[config.mk]
export PLATFORM = sky130hd
export DESIGN_NAME = score_ram_arbiter
export DESIGN_NICKNAME = d
export VERILOG_FILES = /design/src/rtl/score_ram_arbiter.sv
export SDC_FILE = /design/constraint.sdc
export NUM_CORES = 1
export LEC_CHECK = 0
export ABC_AREA = 1
export BUFFER_PORTS_ARGS = -buffer_cell sky130_fd_sc_hd__buf_2
export CORE_MARGIN = 2
export CORE_UTILIZATION = 49
export DETAILED_ROUTE_END_ITERATION = 10
export PLACE_DENSITY = 0.85
export SETUP_SLACK_MARGIN = 0.02
export SLEW_MARGIN = 10
export SYNTH_ARGS = -nofsm -noshare
export SYNTH_HDL_FRONTEND = slang
export SYNTH_SLANG_ARGS = --single-unit
[constraint.sdc]
create_clock -name clk -period 2.3 [get_ports clk]
set_input_delay 0.46 -clock clk [delete_from_list [all_inputs] [get_ports clk]]
set_output_delay 0.46 -clock clk [all_outputs]
set_load 0.05 [all_outputs]
[src/rtl/score_ram_arbiter.sv]
// ---------------------------------------------------------------------------
// score_ram_arbiter
//
// Shares one single-port score RAM between the game-side score writer and the
// scoreboard reader. Each req/ack handshake becomes one RAM cycle. A token
// pipeline follows the fixed RAM read latency and returns read data to the
// reader with a one-cycle valid strobe.
//
// Optional feature macro: SCORE_ARB_CLEAR_EN
//   When defined, a clear sweep writes zero to addresses 0..CLR_DEPTH-1 and
//   takes priority over both requesters.
//
// Ports
//   clk        in   single clock, all logic on posedge
//   rst        in   asynchronous active-low reset
//   wr_req     in   writer request, wr_addr/wr_data held until wr_ack
//   wr_addr    in   write address (user id)
//   wr_data    in   score to write
//   wr_ack     out  pulse: write issued to RAM this cycle
//   rd_req     in   reader request, rd_addr held until rd_ack
//   rd_addr    in   read address
//   rd_ack     out  pulse: read issued to RAM this cycle
//   rd_valid   out  pulse: rd_data holds the result of an earlier read
//   rd_data    out  registered read result
//   ram_addr   out  RAM address
//   ram_wdata  out  RAM write data
//   ram_wren   out  RAM write enable
//   ram_q      in   RAM read data
//   clr_start  in   start clear sweep     (SCORE_ARB_CLEAR_EN only)
//   clr_busy   out  sweep in progress     (SCORE_ARB_CLEAR_EN only)
//   clr_done   out  pulse at sweep end    (SCORE_ARB_CLEAR_EN only)
// ---------------------------------------------------------------------------
module score_ram_arbiter #(
  parameter int ADDR_W    = 16,
  parameter int DATA_W    = 16,
  parameter int RD_LAT    = 2,
  parameter int CLR_DEPTH = 256
) (
  input  logic              clk,
  input  logic              rst,
  input  logic              wr_req,
  input  logic [ADDR_W-1:0] wr_addr,
  input  logic [DATA_W-1:0] wr_data,
  output logic              wr_ack,
  input  logic              rd_req,
  input  logic [ADDR_W-1:0] rd_addr,
  output logic              rd_ack,
  output logic              rd_valid,
  output logic [DATA_W-1:0] rd_data,
  output logic [ADDR_W-1:0] ram_addr,
  output logic [DATA_W-1:0] ram_wdata,
  output logic              ram_wren,
  input  logic [DATA_W-1:0] ram_q
`ifdef SCORE_ARB_CLEAR_EN
  ,
  input  logic              clr_start,
  output logic              clr_busy,
  output logic              clr_done
`endif
);

  logic              r_wr_ack;
  logic              r_rd_ack;
  logic              r_rd_valid;
  logic              r_ram_wren;
  logic              r_last_rd;    // 1: reader was granted last, 0: writer
  logic [DATA_W-1:0] r_rd_data;
  logic [DATA_W-1:0] r_ram_wdata;
  logic [ADDR_W-1:0] r_ram_addr;
  logic [RD_LAT-1:0] r_tok;        // read tokens in flight, bit RD_LAT-1 exits

  logic              w_wr_elig;
  logic              w_rd_elig;
  logic              w_gnt_wr;
  logic              w_gnt_rd;
  logic              w_hold;       // sweep owns the RAM next cycle
  logic              w_clr_wr;     // sweep write issued next cycle
  logic [ADDR_W-1:0] w_clr_addr;

  // A request whose ack is high this cycle is the stale re-sample of an
  // already-served transaction, so it is not eligible.
  assign w_wr_elig = wr_req & ~r_wr_ack;
  assign w_rd_elig = rd_req & ~r_rd_ack;

`ifdef SCORE_ARB_CLEAR_EN
  localparam logic [ADDR_W-1:0] CLR_LAST = ADDR_W'(CLR_DEPTH - 1);

  logic              r_clr_busy;
  logic              r_clr_done;
  logic [ADDR_W-1:0] r_clr_cnt;    // address being zeroed this cycle
  logic              w_clr_go;
  logic              w_clr_last;

  assign w_clr_go   = clr_start & ~r_clr_busy;
  assign w_clr_last = r_clr_busy & (r_clr_cnt == CLR_LAST);
  assign w_hold     = w_clr_go | r_clr_busy;
  assign w_clr_wr   = w_clr_go | (r_clr_busy & ~w_clr_last);
  assign w_clr_addr = w_clr_go ? {ADDR_W{1'b0}} : (r_clr_cnt + {{(ADDR_W-1){1'b0}}, 1'b1});

  // Sweep sequencer: start, advance one address per cycle, end with done pulse.
  always_ff @(posedge clk or negedge rst) begin
    if (!rst) begin
      r_clr_busy <= 1'b0;
      r_clr_done <= 1'b0;
      r_clr_cnt  <= {ADDR_W{1'b0}};
    end else begin
      r_clr_done <= w_clr_last;
      if (w_clr_go) begin
        r_clr_busy <= 1'b1;
        r_clr_cnt  <= {ADDR_W{1'b0}};
      end else if (w_clr_last) begin
        r_clr_busy <= 1'b0;
      end else if (r_clr_busy) begin
        r_clr_cnt  <= r_clr_cnt + {{(ADDR_W-1){1'b0}}, 1'b1};
      end else begin
        r_clr_cnt  <= r_clr_cnt;
      end
    end
  end

  assign clr_busy = r_clr_busy;
  assign clr_done = r_clr_done;
`else
  assign w_hold     = 1'b0;
  assign w_clr_wr   = 1'b0;
  assign w_clr_addr = {ADDR_W{1'b0}};
`endif

  // Grant decision: sweep blocks everyone, a tie goes to whoever was not last.
  always_comb begin
    w_gnt_wr = 1'b0;
    w_gnt_rd = 1'b0;
    if (w_hold) begin
      w_gnt_wr = 1'b0;
      w_gnt_rd = 1'b0;
    end else if (w_wr_elig && w_rd_elig) begin
      if (r_last_rd) begin
        w_gnt_wr = 1'b1;
      end else begin
        w_gnt_rd = 1'b1;
      end
    end else if (w_wr_elig) begin
      w_gnt_wr = 1'b1;
    end else if (w_rd_elig) begin
      w_gnt_rd = 1'b1;
    end else begin
      w_gnt_wr = 1'b0;
      w_gnt_rd = 1'b0;
    end
  end

  // RAM drive, acks and round-robin pointer; ram_addr holds across idle cycles.
  always_ff @(posedge clk or negedge rst) begin
    if (!rst) begin
      r_wr_ack    <= 1'b0;
      r_rd_ack    <= 1'b0;
      r_ram_wren  <= 1'b0;
      r_ram_addr  <= {ADDR_W{1'b0}};
      r_ram_wdata <= {DATA_W{1'b0}};
      r_last_rd   <= 1'b0;
    end else begin
      r_wr_ack   <= w_gnt_wr;
      r_rd_ack   <= w_gnt_rd;
      r_ram_wren <= w_gnt_wr | w_clr_wr;
      if (w_clr_wr) begin
        r_ram_addr  <= w_clr_addr;
        r_ram_wdata <= {DATA_W{1'b0}};
      end else if (w_gnt_wr) begin
        r_ram_addr  <= wr_addr;
        r_ram_wdata <= wr_data;
      end else if (w_gnt_rd) begin
        r_ram_addr  <= rd_addr;
      end else begin
        r_ram_addr  <= r_ram_addr;
      end
      if (w_gnt_wr) begin
        r_last_rd <= 1'b0;
      end else if (w_gnt_rd) begin
        r_last_rd <= 1'b1;
      end else begin
        r_last_rd <= r_last_rd;
      end
    end
  end

  // Read latency tracker: a token enters with the grant and exits RD_LAT
  // cycles later, at which point ram_q carries that read's data.
  always_ff @(posedge clk or negedge rst) begin
    if (!rst) begin
      r_tok      <= {RD_LAT{1'b0}};
      r_rd_valid <= 1'b0;
      r_rd_data  <= {DATA_W{1'b0}};
    end else begin
      r_tok[0] <= w_gnt_rd;
      for (int i = 1; i < RD_LAT; i++) begin
        r_tok[i] <= r_tok[i-1];
      end
      r_rd_valid <= r_tok[RD_LAT-1];
      if (r_tok[RD_LAT-1]) begin
        r_rd_data <= ram_q;
      end else begin
        r_rd_data <= r_rd_data;
      end
    end
  end

  assign wr_ack    = r_wr_ack;
  assign rd_ack    = r_rd_ack;
  assign rd_valid  = r_rd_valid;
  assign rd_data   = r_rd_data;
  assign ram_addr  = r_ram_addr;
  assign ram_wdata = r_ram_wdata;
  assign ram_wren  = r_ram_wren;

endmodule

# Yosys cells after proc, flatten, opt, wreduce, memory -nomap -nowiden
# Cells that the tools add are included.
# totals
reg_bits	54
out_inout_bits	52
wordCells	25
# classes
muxes	11
bitwise_logic	4
reduce_logical	2
# op_table
op	count
16-bit 2-to-1 mux	2
1-bit 2-to-1 mux	9
1-bit bitwise AND	2
1-bit inverter	2
2-bit nonzero test	1
1-bit logical AND	1

# Logic depth before layout (Yosys ltp)
# Gate-level depths: netlist (run 1).
# logic_depth
ltp_word	7
mapped_depth	7

# Worst setup path after synthesis (run 1)
# Ideal clock, no wire load.
# synth_path
kind	register to output
start	register ram_wren (netlist name)
end	output wr_ack
arrival_time_ps	1016
slack_ps	824
stages_incl_launch_ff	2
path_buffers	1
path_cell_list	dfrtp_1 > buf_4
# synth_lines
item	line_no	rtl
end: declaration	44	output logic wr_ack,

# Final worst setup path (run 1)
# layout_path
start	register r_ram_wren, in the netlist ram_wren
end	output ram_wren
# layout_lines
item	line_no	rtl
start: declaration	65	logic r_ram_wren;
start signal: assignment	164	r_ram_wren <= w_gnt_wr | w_clr_wr;
end: declaration	52	output logic ram_wren,
# No word-level cell between the ends.

==> results_dict.tcl, run 1 <==
set metrics [dict create \
    num_rows 25 \
    yosys.area_share.simple 0.268 \
    n_antenna_cell 0 \
    io_pins 120 \
    post_cts_buffers 0 \
    netlist_instances 241 \
    crit_type "flip-flop to output pin" \
    port_buffers 119 \
    grt.total_usage 0.197 \
    layout_commonest_cell "buf_2" \
    drt_iter0_markers 152 \
    cts_tree "done" \
    die-area_um2 5370 \
    vias 2073 \
    final-hold-violation-count 0 \
    crit_required_ps 1840 \
    dpl.hpwl_mm 3.82 \
    synth_top_family_by_area "simple AND/OR/NAND/NOR gates" \
    cts_max_level 2 \
    fmax_mhz 642 \
    ys.flop_type "dfrtp_1" \
    rsz0062_at_grt "false" \
    relSlewSlack 0.572 \
    clk_latency_ps 300 \
    drive_above_1_share 0.447 \
    layout_common_cells "buf_2 (119), nand2_1 (58), dfrtp_1 (53), nand3_1 (48), inv_1 (22)" \
    grt_max_degree 34 \
    ir_drop_uv 635 \
    worst-path-max-fanout 3 \
    utilization 0.649 \
    synthAdderAreaFrac 0 \
    fin_crit_ps 1560 \
    cts_hold_repair.buffers 0 \
    crit_chain "buf_2" \
    cp_slowest_stage_delay_ps 480 \
    fin_skew_ps 8.50 \
    avgSynthCellArea_um2 9.77 \
    critPathArrivalTime_ps 1100 \
    cp-start-kind "flip-flop" \
    worst-path-buf-inv 1 \
    yosysUniqueCellTypes 17 \
    dieWidth_um 73.3 \
    synth.cell_area_um2 2350 \
    syn_nets 309 \
    dr.pass1.iters 4 \
    gp_congestion 0.868 \
    crit_slowest_cell "dfrtp_1" \
    fin_tns_setup_ps 0 \
    ant_nets 0 \
    fin_crit_sh 0.677 \
    drcViolationCount 0 \
    synth_compound_area_frac 0.00213 \
    drt-total-wl_mm 5.35 \
    antenna_found_initial 0 \
    powerDensity_nw_per_um2 1200 \
    setup_viol 0 \
    globalRoute.totalOverflow 0 \
    critical_path.top_delay_family "flip-flops" \
    first_global_vias 1896 \
    cts-buffers-inserted 5 \
    synth-seq-cells 53 \
    via_per_inst 5.03 \
    nNetsFinal 425 \
    synth-xor-area-share 0 \
    synth_warnings 0 \
    nFillCells 408 \
    synth-seq-area-share 0.564 \
    worst_setup_path_end_kind "output pin" \
    fp.dieH_um 73.3 \
    hp-class "input pin to async pin" \
    cts_root_buf "clkbuf_8" \
    leakage_nw 1.72 \
    synth-edff-count 0 \
    finalMaxSlewViolations 0 \
    core_area_um2 4690 \
    synth.area.mux_share 0.0766 \
    initial_core_util 0.502 \
    cts_buffer_depth 2 \
    worst_pin_slew_ps 643 \
    clkTransAtPathRegs_ps 100 \
    status "finished, final reports clean" \
    maxCapViolCount 0 \
    cts_sinks 53 \
    grt_pass1_wl_mm 8.20 \
    ctsResizeCount 0 \
    drt-wirelength-per-cell_um 13.0 \
    syn2layout_area_growth_pct 29.5 \
    postSynth.asyncResetShare 1.00 \
]
[worst paths after layout]
kind / start / endpoint / slack (ps) / cells past startpoint
worst max-delay path: ram_wren$_DFF_PN0_ / ram_wren / 740 / 1
worst min-delay path: rst / ram_addr[7]$_DFFE_PN0P_ / 100 / 1
worst max register to register: ram_wren$_DFF_PN0_ / ram_wdata[8]$_DFFE_PN0P_ / 920 / 5
worst min register to register: r_tok[0]$_DFF_PN0_ / r_tok[1]$_DFF_PN0_ / 410 / 0
max in group asynchronous: rst / ram_addr[4]$_DFFE_PN0P_ / 1530 / 2
min in group clk: wr_data[3] / ram_wdata[3]$_DFFE_PN0P_ / 350 / 3
[metal layers]
metal / track usage / part of all wire / vias up / routed length (µm)
li1: - / - / 991 / -
met1: 0.236 / 0.41 / 974 / 2190
met2: 0.335 / 0.50 / 97 / 2700
met3: 0.0508 / 0.067 / 11 / 361
met4: 0.0869 / 0.018 / 0 / 95
met5: 0 / 0 / - / 0
[layout make-up]
class / count / area, µm² / share of cell area
Tap cell: 54 / 67.6 / 0.0222
Inverter: 24 / 97.6 / 0.0320
Clock inverter: 2 / 37.5 / 0.0123
Sequential cell: 53 / 1330 / 0.435
Clock buffer: 6 / 82.6 / 0.0271
Multi-Input combinational cell: 151 / 817 / 0.268
Timing Repair Buffer: 122 / 618 / 0.203
[synthesized netlist by cell type (3+ instances only)]
cell | count | area [µm²]
buf_4 | 3 | 22.5
dfrtp_1 | 53 | 1330
nand2_2 | 9 | 56.3
buf_6 | 4 | 45.0
nand2_1 | 58 | 218
buf_2 | 5 | 25.0
nor2_1 | 16 | 60.1
nand3_1 | 48 | 240
mux2_2 | 16 | 180
inv_1 | 22 | 82.6
[stage by stage]
| step | instances | hold WS [ps] | worst slack, ps | power, W | cell area [µm²] |
|---|---|---|---|---|---|
| floorplan | 241 | 164 | 824 | 0.00263 | 2350 |
| global placement | 404 | 387 | 825 | 0.00298 | 2930 |
| detailed placement | 404 | 384 | 774 | 0.00301 | 2930 |
| CTS | 412 | 110 | 728 | 0.00367 | 3050 |
| global route | 412 | 133 | 704 | 0.00381 | 3050 |
| finish | 412 | 95.3 | 743 | 0.00364 | 3050 |
[logic make-up (layout without fill, tap and decap cells)]
logic type,Yosys count,count (layout)
buf+inv,37,154
simple gates,134,134
flops,53,53
mux,16,16
compound gates,1,1
[registers in the layout, indices dropped and copies added (netlist names)]
signal / flops
r_last_rd: 1
r_tok: 2
ram_addr: 16
ram_wdata: 16
ram_wren: 1
rd_data: 16
rd_valid: 1
[power by group]
part | internal [W] | switching [W]
Clock | 0.000354 | 0.000301
Combinational | 0.000401 | 0.00126
Sequential | 0.00118 | 0.000149
Note: power is estimated with default switching activity, not from simulation.
==> inputs of run 2 (changes only) <==
CORE_UTILIZATION = 45   (was 49)
PLACE_DENSITY = 0.79   (was 0.85)
clock period = 1.5 ns   (was 2.3 ns; I/O delays follow)
==> run 2 against run 1 <==
Combinational power up 55%. Final cell count up 4.6%. Via count down 4.1%. Register-to-register slack worse by 650 ps. Largest cell class unchanged. Clock skew up 2.8 ps. Critical path depth unchanged. Design area up 1.2%. Non-clock buffer count up 3. Count of clock-buffer cells in the layout unchanged. Critical endpoint unchanged. Global-route usage down 1.2 points. Largest power group unchanged. Critical path type unchanged. Power up 49%.
==> results_dict.tcl, run 2 (synthesis gave the netlist of run 1 again) <==
set metrics [dict create \
    layout_commonest_cell "buf_2" \
    dieWidth_um 76.3 \
    cts_buffer_depth 2 \
    worst-path-max-fanout 3 \
    worst_pin_slew_ps 285 \
    layout_common_cells "buf_2 (119), nand2_1 (58), dfrtp_1 (53), nand3_1 (48), inv_1 (22)" \
    worst-path-buf-inv 1 \
    cts_root_buf "clkbuf_8" \
    setup_viol 0 \
    n_antenna_cell 0 \
    finalMaxSlewViolations 0 \
    antenna_found_initial 0 \
    globalRoute.totalOverflow 0 \
    clkTransAtPathRegs_ps 100 \
    num_rows 26 \
    totalPowerFinal_w 0.00544 \
    fin_tns_setup_ps 0 \
    cts_tree "done" \
    status "finished, final reports clean" \
    grt_pass1_wl_mm 8.72 \
    dpl.hpwl_mm 3.71 \
    critical_path.top_delay_family "flip-flops" \
    cts_sinks 53 \
    cp_slowest_stage_delay_ps 480 \
    vias 1989 \
    placedCellCount 422 \
    crit_required_ps 1200 \
    dr.pass1.iters 4 \
    nNetsFinal 428 \
    met1_usage 0.235 \
    grt_busiest_layer "met2" \
    via_per_inst 4.61 \
    hp-class "input pin to flip-flop" \
    io_pins 120 \
    critPathArrivalTime_ps 1080 \
    crit_chain "buf_2" \
    ant_nets 0 \
    finalWorstSetupSlack_ps 117 \
    fin_crit_ps 1380 \
    met3_usage 0.0462 \
    post_cts_buffers 0 \
    fin_cells 431 \
    cp-start-kind "flip-flop" \
    cts_max_level 2 \
    leakage_nw 1.73 \
    drive_above_1_share 0.449 \
    relSlewSlack 0.810 \
    maxCapViolCount 0 \
    crit_type "flip-flop to output pin" \
    crit_slowest_cell "dfrtp_1" \
    drcViolationCount 0 \
    grt_max_degree 54 \
    use_met2 0.312 \
    powerDensity_nw_per_um2 1760 \
    initial_core_util 0.464 \
    fp.dieH_um 76.3 \
    first_global_vias 1923 \
    final-hold-violation-count 0 \
    grt.total_usage 0.185 \
    worst_setup_path_end_kind "output pin" \
    drt-wirelength-per-cell_um 12.0 \
    gp_congestion 0.753 \
    place_ws_ps 267 \
    fmax_mhz 723 \
    fin_crit_sh 0.922 \
    cts-buffers-inserted 5 \
    syn2layout_area_growth_pct 31.0 \
    drt_iter0_markers 88 \
    port_buffers 119 \
    drt-total-wl_mm 5.18 \
    core_area_um2 5070 \
    die-area_um2 5820 \
    rsz0062_at_grt "false" \
    fin_skew_ps 11.3 \
    ir_drop_uv 903 \
    clk_latency_ps 300 \
]
run 2: per-stage QoR:
stage	cell area, µm²	hold WS, ps	util
final	3080	185	0.608
after global placement	2970	315	0.586
after global routing	3080	186	0.608
after CTS	3080	176	0.608
after floorplan	2350	4.41	-
after detailed placement	2970	317	0.586
run 2: area by class of cell:
type,count,area [µm²]
fillers,454,1990
multi-input cells,151,817
clock inverters,2,17.5
inverters,24,97.6
repair buffers,125,656
clock buffers,6,82.6
well taps,70,87.6
flip-flops and latches,53,1330
run 2: final timing paths:
kind,cells past startpoint,from,end,slack [ps]
worst max-delay path,1,ram_wren$_DFF_PN0_,ram_wren,120
worst min-delay path,3,wr_data[15],ram_wdata[15]$_DFFE_PN0P_,180
worst max register to register,6,r_tok[0]$_DFF_PN0_,ram_addr[14]$_DFFE_PN0P_,270
worst min register to register,0,r_tok[0]$_DFF_PN0_,r_tok[1]$_DFF_PN0_,410
max in group asynchronous,3,rst,ram_addr[15]$_DFFE_PN0P_,740
min in group asynchronous,3,rst,ram_addr[8]$_DFFE_PN0P_,500
run 2: routing by layer:
metal  wire length [µm]  part of all wire  vias to the layer above
li1                   -                 -                     1001
met1               2150              0.42                      881
met2               2510              0.49                      103
met3                474             0.092                        4
met4                 34            0.0066                        0
met5                  0                 0                        -
run 2: power by group:
part | internal (W) | total (W) | switching, W | leakage (nW)
combinational | 0.000633 | 0.00258 | 0.00195 | 1.04
sequential | 0.00181 | 0.00201 | 0.000199 | 0.642
clock | 0.000384 | 0.000848 | 0.000464 | 0.0518
run 2: timing repair:
item                                   CTS  global route
gates resized for setup                  0             0
hold buffers                             1             0
endpoints found under the hold margin   53             0
